===== src/rtl/fsm_oe8s_pkg.sv =====
// Shared types for the 8-state FSM monitor: state encoding, event header, defaults
// and the one-hot sample encoder.
package fsm_oe8s_pkg;

  localparam int CNT_W_DEF      = 16;
  localparam int FIFO_DEPTH_DEF = 4;

  typedef enum logic [2:0] {S0, S1, S2, S3, S4, S5, S6, S7} state_e;

  // Dwell width is a module parameter, so it travels beside this header in the FIFO word.
  typedef struct packed {
    state_e src;
    state_e dst;
  } evt_hdr_t;

  // Returns {valid, index}; valid only when exactly one flag is set.
  function automatic logic [3:0] onehot_enc(input logic [7:0] v);
    logic [3:0] r;
    int n;
    r = '0;
    n = 0;
    for (int i = 0; i < 8; i++) begin
      if (v[i]) begin
        n++;
        r[2:0] = 3'(i);
      end
    end
    r[3] = (n == 1);
    return r;
  endfunction

endpackage


===== src/rtl/fsm_oe8s_evt_fifo.sv =====
// Synchronous FIFO for transition events; write visible at head one cycle after push.
// Push while full is ignored unless a pop happens in the same cycle; head reads 0 when empty.
module fsm_oe8s_evt_fifo #(
  parameter int W     = 8,
  parameter int DEPTH = 4
) (
  input  logic         clk,
  input  logic         rst,
  input  logic         push,
  input  logic [W-1:0] wr_dat,
  input  logic         pop,
  output logic [W-1:0] rd_dat,
  output logic         full,
  output logic         empty
);

  localparam int AW = $clog2(DEPTH);

  logic [W-1:0] mem [DEPTH];
  logic [AW:0]  wr_ptr;
  logic [AW:0]  rd_ptr;
  logic         do_push;
  logic         do_pop;

  // Extra MSB on each pointer separates full from empty; low bits wrap modulo DEPTH.
  assign empty   = (wr_ptr == rd_ptr);
  assign full    = (wr_ptr[AW] != rd_ptr[AW]) && (wr_ptr[AW-1:0] == rd_ptr[AW-1:0]);
  assign do_pop  = pop && !empty;
  assign do_push = push && (!full || do_pop);
  assign rd_dat  = empty ? '0 : mem[rd_ptr[AW-1:0]];

  always_ff @(posedge clk) begin
    if (rst) begin
      wr_ptr <= '0;
      rd_ptr <= '0;
    end else begin
      if (do_push) wr_ptr <= wr_ptr + {{AW{1'b0}}, 1'b1};
      if (do_pop)  rd_ptr <= rd_ptr + {{AW{1'b0}}, 1'b1};
    end
  end

  always_ff @(posedge clk) begin
    if (do_push) mem[wr_ptr[AW-1:0]] <= wr_dat;
  end

endmodule


===== src/rtl/fsm_oe8s_monitor.sv =====
// Watches one-hot state flags, tracks dwell per state, queues transition events, strobes on timeout.
// State/dwell/flags update one cycle after sampling; events drop (ovf) only when the queue is full and not popping.
module fsm_oe8s_monitor
  import fsm_oe8s_pkg::*;
#(
  parameter int CNT_W      = CNT_W_DEF,
  parameter int FIFO_DEPTH = FIFO_DEPTH_DEF
) (
  input  logic             clk,
  input  logic             rst,
  input  logic             st0,
  input  logic             st1,
  input  logic             st2,
  input  logic             st3,
  input  logic             st4,
  input  logic             st5,
  input  logic             st6,
  input  logic             st7,
  input  logic [CNT_W-1:0] timeout_lim,
  input  logic             clr,
  output logic [2:0]       cur_st,
  output logic [CNT_W-1:0] dwell_cnt,
  output logic             ev_valid,
  input  logic             ev_ready,
  output logic [2:0]       ev_from,
  output logic [2:0]       ev_to,
  output logic [CNT_W-1:0] ev_dwell,
  output logic             to_pulse,
  output logic             err_onehot,
  output logic             ovf
);

  localparam int EW = $bits(evt_hdr_t) + CNT_W;
  localparam logic [CNT_W-1:0] DWELL_MAX = '1;

  state_e           cur_q;
  state_e           samp_st;
  logic [CNT_W-1:0] dwell_q;
  logic [CNT_W-1:0] dwell_nxt;
  logic [3:0]       enc;
  logic             samp_ok;
  logic             st_change;
  logic             hit;
  logic             fire;
  logic             fired_q;
  logic             pop;
  logic             drop;
  logic             full;
  logic             empty;
  evt_hdr_t         push_hdr;
  evt_hdr_t         head_hdr;
  logic [EW-1:0]    head_dat;

  always_comb begin
    enc       = onehot_enc({st7, st6, st5, st4, st3, st2, st1, st0});
    samp_ok   = enc[3];
    samp_st   = state_e'(enc[2:0]);
    st_change = samp_ok && (samp_st != cur_q);

    dwell_nxt = dwell_q;
    if (st_change) begin
      dwell_nxt = CNT_W'(1);
    end else if (samp_ok && (dwell_q != DWELL_MAX)) begin
      dwell_nxt = dwell_q + CNT_W'(1);
    end

    // fired_q blocks re-firing while dwell sits at the limit (saturation or frozen samples).
    hit  = (timeout_lim != '0) && (dwell_nxt == timeout_lim);
    fire = hit && (st_change || !fired_q);

    push_hdr.src = cur_q;
    push_hdr.dst = samp_st;
    pop          = !empty && ev_ready;
    drop         = st_change && full && !pop;
  end

  always_ff @(posedge clk) begin
    if (rst) begin
      cur_q      <= S0;
      dwell_q    <= '0;
      fired_q    <= 1'b0;
      to_pulse   <= 1'b0;
      err_onehot <= 1'b0;
      ovf        <= 1'b0;
    end else begin
      if (samp_ok) cur_q <= samp_st;
      dwell_q    <= dwell_nxt;
      fired_q    <= st_change ? fire : (fired_q | fire);
      to_pulse   <= fire;
      err_onehot <= !samp_ok || (err_onehot && !clr);
      ovf        <= drop || (ovf && !clr);
    end
  end

  fsm_oe8s_evt_fifo #(
    .W     (EW),
    .DEPTH (FIFO_DEPTH)
  ) u_fifo (
    .clk    (clk),
    .rst    (rst),
    .push   (st_change),
    .wr_dat ({push_hdr, dwell_q}),
    .pop    (pop),
    .rd_dat (head_dat),
    .full   (full),
    .empty  (empty)
  );

  assign {head_hdr, ev_dwell} = head_dat;
  assign ev_from   = head_hdr.src;
  assign ev_to     = head_hdr.dst;
  assign ev_valid  = !empty;
  assign cur_st    = cur_q;
  assign dwell_cnt = dwell_q;

endmodule


===== config.mk =====
export PLATFORM = sky130hd
export DESIGN_NAME = fsm_oe8s_monitor
export DESIGN_NICKNAME = d
export VERILOG_FILES = /design/src/rtl/fsm_oe8s_pkg.sv /design/src/rtl/fsm_oe8s_evt_fifo.sv /design/src/rtl/fsm_oe8s_monitor.sv
export SDC_FILE = /design/constraint.sdc
export NUM_CORES = 1
export LEC_CHECK = 0
export CAP_MARGIN = 15
export CORE_MARGIN = 2
export CORE_UTILIZATION = 40
export CTS_CLUSTER_SIZE = 24
export DETAILED_ROUTE_END_ITERATION = 16
export PLACE_DENSITY = 0.69
export SYNTH_ARGS = -nofsm -noshare
export SYNTH_HDL_FRONTEND = slang
export SYNTH_SLANG_ARGS = --single-unit

===== constraint.sdc =====
create_clock -name clk -period 6.59 [get_ports clk]
set_input_delay 1.318 -clock clk [delete_from_list [all_inputs] [get_ports clk]]
set_output_delay 1.318 -clock clk [all_outputs]
set_load 0.005 [all_outputs]

## Yosys cells after proc, flatten, opt, wreduce, memory -nomap -nowiden

Memory sizes are Yosys's and may differ from the RTL's. A register that Yosys moved wholly into a read port is not among the register bits.
Index checks and enable logic that the tools add are counted.

| word-level totals | value |
|---|---|
| bits in registers | 29 |
| memory bits (writable) | 88 |
| memories kept | 1 |
| word-level logic and storage cells | 73 |
| input port bits | 28 |

| cells by class | value |
|---|---|
| add/subtract/negate cells | 10 |
| equality and inequality tests | 7 |
| reductions and logical operators | 23 |
| bitwise operators | 1 |
| muxes and demuxes | 23 |

Memory list:

| name | words | width | rd ports | clocked after Yosys merged registers in | wr ports | RTL line | text |
|---|---|---|---|---|---|---|---|
| u_fifo.mem | 4 | 22 | 1 | 1 | 1 | fsm_oe8s_evt_fifo.sv:19 | `logic [W-1:0] mem [DEPTH];` |

Operator list:

| kind | number |
|---|---|
| adder 32 x 2 -> 32 bit (second input constant) | 7 |
| 2-to-1 mux 32 bit | 7 |
| equality test 32 x 2 -> 1 bit (second input constant) | 1 |
| 2-to-1 mux 16 bit | 2 |
| 2-to-1 mux 22 bit | 1 |
| 2-to-1 mux 3 bit | 6 |
| adder 16 x 1 -> 16 bit (second input constant) | 1 |
| equality test 16 bit | 1 |
| inequality test 16 bit (second input constant) | 1 |
| nonzero test 16 bit | 1 |
| logical AND 1 bit | 12 |
| adder 3 x 1 -> 3 bit (second input constant) | 2 |
| logical NOT 1 bit | 6 |
| 2-to-1 mux 1 bit | 5 |
| logical OR 1 bit | 4 |
| 2-to-1 mux 2 bit | 2 |
| equality test 3 bit | 1 |
| inequality test 3 bit | 1 |
| equality test 2 bit | 1 |
| inequality test 1 bit | 1 |
| bitwise OR 1 bit | 1 |

## Longest topological paths before layout

| depth | value |
|---|---|
| word-level depth | 24 |
| depth in mapped cells | 25 |
| gate-level depth less buffers | 24 |

## Modules after synthesis

Synthesis repeated with hierarchy kept, for this count alone.

| second synthesis, totals | value |
|---|---|
| cell total of the unflattened synthesis | 564 |
| area total of the unflattened synthesis | 6530.0 µm² |

By module, submodules not included:

| module | area an instance (µm²) | cells each | times used | sequential area each (µm²) |
|---|---|---|---|---|
| fsm_oe8s_evt_fifo | 3808.7 | 192 | 1 | 2802.7 |
| fsm_oe8s_monitor | 2721.4 | 372 | 1 | 460.4 |

## Worst setup path before layout

No wires, ideal clock.

| timing path | value |
|---|---|
| path kind | input port to flip-flop |
| from | input st0 |
| to | memory u_fifo.mem[3][0] (netlist bit) (enable) |
| setup slack | 0.095 ns |
| data required time | 6.208 ns |
| setup time | 0.382 ns |
| cell stages on the path | 21 |
| buffers on the path | 0 |
| data arrival time | 6.113 ns |
| path through | inv_1 ha_1 xor2_1 ha_1 nand2_1 o31ai_1 ha_1 nand2b_1 and2_1 ha_1 a22o_1 ha_1 nand2b_1 o21a_1 ha_1 and3_1 o21ai_1 o311a_4 nand3_1 nor3_1 and2_1 |

| on the way | value |
|---|---|
| cells in the longest elaborated chain, start to end | 20 |

RTL lines:

| what | RTL line | text |
|---|---|---|
| start, declared | fsm_oe8s_monitor.sv:11 | `input logic st0,` |
| 2-to-1 mux 1 bit (*) | fsm_oe8s_pkg.sv:23 | `if (v[i]) begin` |
| adder 32 x 2 -> 32 bit | fsm_oe8s_pkg.sv:24 | `n++;` |
| 2-to-1 mux 32 bit (*) | fsm_oe8s_pkg.sv:23 |  |
| adder 32 x 2 -> 32 bit | fsm_oe8s_pkg.sv:24 |  |
| 2-to-1 mux 32 bit (*) | fsm_oe8s_pkg.sv:23 |  |
| adder 32 x 2 -> 32 bit | fsm_oe8s_pkg.sv:24 |  |
| 2-to-1 mux 32 bit (*) | fsm_oe8s_pkg.sv:23 |  |
| adder 32 x 2 -> 32 bit | fsm_oe8s_pkg.sv:24 |  |
| (+4 left out) | -- |  |
| 2-to-1 mux 32 bit (*) | fsm_oe8s_pkg.sv:23 |  |
| adder 32 x 2 -> 32 bit | fsm_oe8s_pkg.sv:24 |  |
| 2-to-1 mux 32 bit (*) | fsm_oe8s_pkg.sv:23 |  |
| equality test 32 x 2 -> 1 bit (*) | fsm_oe8s_pkg.sv:28 | `r[3] = (n == 1);` |
| logical AND 1 bit (*) | fsm_oe8s_monitor.sv:58 | `st_change = samp_ok && (samp_st != cur_q);` |
| logical AND 1 bit (*) | fsm_oe8s_evt_fifo.sv:29 | `assign do_push = push && (!full \|\| do_pop);` |
| 2-to-1 mux 1 bit (*) | fsm_oe8s_evt_fifo.sv:43 | `if (do_push) mem[wr_ptr[AW-1:0]] <= wr_dat;` |
| 2-to-1 mux 1 bit (implied by the code) (*) | fsm_oe8s_evt_fifo.sv:43 |  |
| end, declared | fsm_oe8s_evt_fifo.sv:19 |  |

Every way passes the cells marked *; elsewhere a longest branch is shown, timed or not.

## Worst setup path after layout

| timing path | value |
|---|---|
| from | input st0 |
| to | register to_pulse |

| on the way | value |
|---|---|
| cells in the longest elaborated chain, start to end | 22 |

RTL lines:

| what | RTL line | text |
|---|---|---|
| 2-to-1 mux 1 bit (*) | fsm_oe8s_pkg.sv:23 |  |
| adder 32 x 2 -> 32 bit | fsm_oe8s_pkg.sv:24 |  |
| 2-to-1 mux 32 bit (*) | fsm_oe8s_pkg.sv:23 |  |
| adder 32 x 2 -> 32 bit | fsm_oe8s_pkg.sv:24 |  |
| 2-to-1 mux 32 bit (*) | fsm_oe8s_pkg.sv:23 |  |
| adder 32 x 2 -> 32 bit | fsm_oe8s_pkg.sv:24 |  |
| 2-to-1 mux 32 bit (*) | fsm_oe8s_pkg.sv:23 |  |
| adder 32 x 2 -> 32 bit | fsm_oe8s_pkg.sv:24 |  |
| (+6 left out) | -- |  |
| 2-to-1 mux 32 bit (*) | fsm_oe8s_pkg.sv:23 |  |
| equality test 32 x 2 -> 1 bit (*) | fsm_oe8s_pkg.sv:28 |  |
| logical AND 1 bit | fsm_oe8s_monitor.sv:63 | `end else if (samp_ok && (dwell_q != DWELL_MAX)) begin` |
| 2-to-1 mux 16 bit | fsm_oe8s_monitor.sv:63 |  |
| 2-to-1 mux 16 bit | fsm_oe8s_monitor.sv:61 | `if (st_change) begin` |
| equality test 16 bit | fsm_oe8s_monitor.sv:68 | `hit = (timeout_lim != '0) && (dwell_nxt == timeout_lim);` |
| logical AND 1 bit | fsm_oe8s_monitor.sv:68 |  |
| logical AND 1 bit (*) | fsm_oe8s_monitor.sv:69 | `fire = hit && (st_change \|\| !fired_q);` |
| end signal, assigned | fsm_oe8s_monitor.sv:89 | `to_pulse <= fire;` |
| end, declared | fsm_oe8s_monitor.sv:28 | `output logic to_pulse,` |

Marked as above.
A chain may end at the register's enable or synchronous reset.

==> run summary <==
synth top area cells: edfxtp_1 (42%), dfxtp_1 (9.7%), mux4_2 (7.8%)
die span in y: 130 microns
Worst R2R End: to_pulse
pin count of the biggest net entering global routing: 24
clk slew on worst S/H paths: 60 ps
number of synthesized flops with an enable pin: 88
clock share of power: 0.330
Layout fillers: 1,320
placed cell count: 830
total global-route track usage: 0.202
power per cell area: 345 mW/mm^2
CTS buffer count: 17
Post-DP HPWL: 11,200 microns
core area: 0.0157 sq mm
Yosys warnings: 0
synth unique cells: 76
Slew Limit Fails: 0
critical register-to-register path startpoint: dwell_cnt[4]
clock skew: 20.9 ps
clk sink count: 119
nature of the critical path startpoint: input pin
flops & latches, synth: 119
hold path depth: 1
initial core utilization: 0.405
WHS Endpoint: to_pulse
P_leak: 2.92 nW
# IOs: 73
most common cell in the netlist: edfxtp_1
initial antenna violation count: 0
CP Max Fanout: 7
status: complete, no violations
Worst-Skew Late Latency: 430 ps
# setup viols final: 0
Crit. End Element: flip-flop
worst slew pin tran: 1170 ps
average wire per standard cell: 19.0 microns
highest clock rate: 158 MHz
Vias per Instance: 5.62
Slew HR: 0.221
DR pass1 iterations: 5
Total Wirelength: 16,500 microns
GRT Residual Overflow: 0
sequential cell area fraction in the yosys report: 0.512
Vias: 4,875
TritonCTS clock tree: yes
Pint: 0.00203 W
DRC viols: 0
post-synth top area cell: edfxtp_1
Non-Filler Instances: 868
Mapped Avg Cell Area: 11.8 sq um
CTS Buffer Depth: 2
Gate power share: 0.335
Final GP Congestion: 0.923
first-pass GRT wire length: 25,600 microns
Crit. Startpoint: st0
Arr. time, crit path: 6660 ps
Synth top cells by count: edfxtp_1 (88), nor2_1 (54), dfxtp_1 (31)
FF-to-FF setup slack: 2960 ps
worst min path class: reg2reg
initial DRC count: 455
Async S/R FF share, synth: 0
area growth from synthesis to final layout: 30.9%
Syn Inst Count: 539
worst r2r path cells: 9
P_sw: 0.000839 W
switching share of total power: 0.292
Max-Cap Viols: 0
fraction of layout cells with a size suffix above 1: 0.187
Die X-Extent: 130 microns
fin nets: 680
Worst Min Path Start: fired_q
clock root cell: clkbuf_16
CP Class: in2reg
Final Hold Vio Count: 0
row cnt: 46
Main synth FF type: edfxtp_1
ant diodes: 0
crit share post-route: 0.960
Detail Route Antenna Nets: 0
vias in the first global route: 4,640
Final Util: 0.531
Die ar.: 0.0169 sq mm
worst endpoint required time: 6920 ps
final worst path period need: 6330 ps
top cell type's share of synthesized area: 0.415
part of the power in registers: 0.335
net count after synthesis: 580
Mapped Area: 0.00637 sq mm
Buffers on Ports: 72
H-Tree Level Count: 4
Worst VDD drop: 0.204 mV
==> power groups by stage <==
stage               clock network [W]  registers, W  logic, W
finish                       0.000947      0.000963  0.000963
CTS                          0.000958      0.000962  0.000914
detailed placement                  0      0.000975  0.000906
global route                 0.000993      0.000971   0.00105
global placement                    0      0.000968  0.000887
floorplan                           0      0.000955  0.000523
==> stage by stage <==
step,worst slack [ps],hold WS (ps),TNS [ps],power [W],instance area (sq um)
2_1_floorplan,94.5,427,0,0.00148,6370
3_3_place_gp,-137,437,-2450,0.00186,7510
3_5_place_dp,-334,451,-15380,0.00188,7510
4_1_cts,61.5,471,0,0.00283,8130
5_1_grt,-61.2,480,-61.2,0.00302,8340
6_report,264,463,0,0.00287,8340
==> layout make-up <==
cell class | count | area (sq um) | share of cell area
Multi-Input combinational cell | 370 | 3060 | 0.367
Sequential cell | 119 | 3260 | 0.391
Timing Repair Buffer | 106 | 1030 | 0.124
Tap cell | 216 | 270 | 0.0324
Inverter | 25 | 93.8 | 0.0113
Clock inverter | 8 | 121 | 0.0146
Clock buffer | 24 | 492 | 0.0590
==> cells by family (layout without fill, tap and decap cells) <==
| group | Yosys count | count (layout) | share of synthesized area |
|---|---|---|---|
| AO/OA/AOI/OAI | 85 | 85 | 0.109 |
| XOR/XNOR | 36 | 36 | 0.0595 |
| adder cells (fa/ha/maj) | 13 | 13 | 0.0255 |
| buffers and inverters | 50 | 163 | 0.0312 |
| flip-flops | 119 | 119 | 0.512 |
| multiplexers | 28 | 28 | 0.0874 |
| AND/OR/NAND/NOR | 208 | 208 | 0.175 |
==> worst max-delay path by stage <==
| stage | to | cells past startpoint |
|---|---|---|
| 2_1_floorplan | u_fifo.mem[3][0] | 21 |
| 3_3_place_gp | to_pulse | 24 |
| 3_5_place_dp | to_pulse | 24 |
| 4_1_cts | to_pulse | 24 |
| 5_1_grt | to_pulse | 25 |
| 6_report | to_pulse | 25 |
==> what timing repair did <==
item	in CTS	in global routing
gates resized for setup	0	28
buffers inserted	0	6
endpoints found under the setup margin	0	90
hold buffers	0	0
==> layout by cell type, fill, tap and decap left out, types with 3 or more instances in the layout <==
cell	n
a2111oi_2	3
a21oi_1	10
and2_1	12
and3_1	8
and4_1	4
buf_12	4
buf_4	28
bufinv_16	3
clkbuf_1	3
clkbuf_16	17
clkbuf_8	4
clkdlybuf4s50_1	72
clkinv_2	3
dfxtp_1	31
edfxtp_1	88
ha_1	13
inv_1	24
mux2i_1	5
mux4_2	22
nand2_1	24
nand2b_1	17
nand3_1	15
nand4_1	6
nor2_1	54
nor2b_1	30
nor3_1	10
nor3b_1	3
nor4_1	8
o211a_1	3
o21a_1	5
o21ai_0	6
o21bai_1	3
o22ai_1	4
o32ai_1	3
o41ai_1	4
or3_1	3
xnor2_1	21
xnor2_2	4
xor2_1	8
==> sequential cells by signal, summed over array words and instances (netlist names), named ones only <==
signal	cells
u_fifo.wr_ptr	3
err_onehot	1
dwell_cnt	16
fired_q	1
to_pulse	1
cur_st	3
u_fifo.mem	88
u_fifo.rd_ptr	3
ovf	1
==> per-layer routing <==
layer | track usage | up-vias | share of wire
met2 | 0.323 | 225 | 0.47
met3 | 0.0513 | 41 | 0.067
li1 | - | 2243 | -
met1 | 0.270 | 2366 | 0.44
met4 | 0.0689 | 0 | 0.026
met5 | 0 | - | 0
==> worst max-delay path: stages <==
cell and delay, ps:
clkdlybuf4s50_1 500, inv_1 50, ha_1 310, xor2_1 180
ha_1 310, nand2_1 90, o31ai_2 90, ha_1 320
nand2b_1 160, and2_1 170, ha_1 280, a22o_1 230
ha_1 270, nand2b_4 140, o21a_1 110, ha_1 190
and3_1 220, o21ai_2 210, o311ai_4 180, buf_4 180
a2111oi_2 360, o32ai_2 150, a2111oi_2 250, nand4_1 180
a211oi_2 190
(Power assumes the default switching activity.)
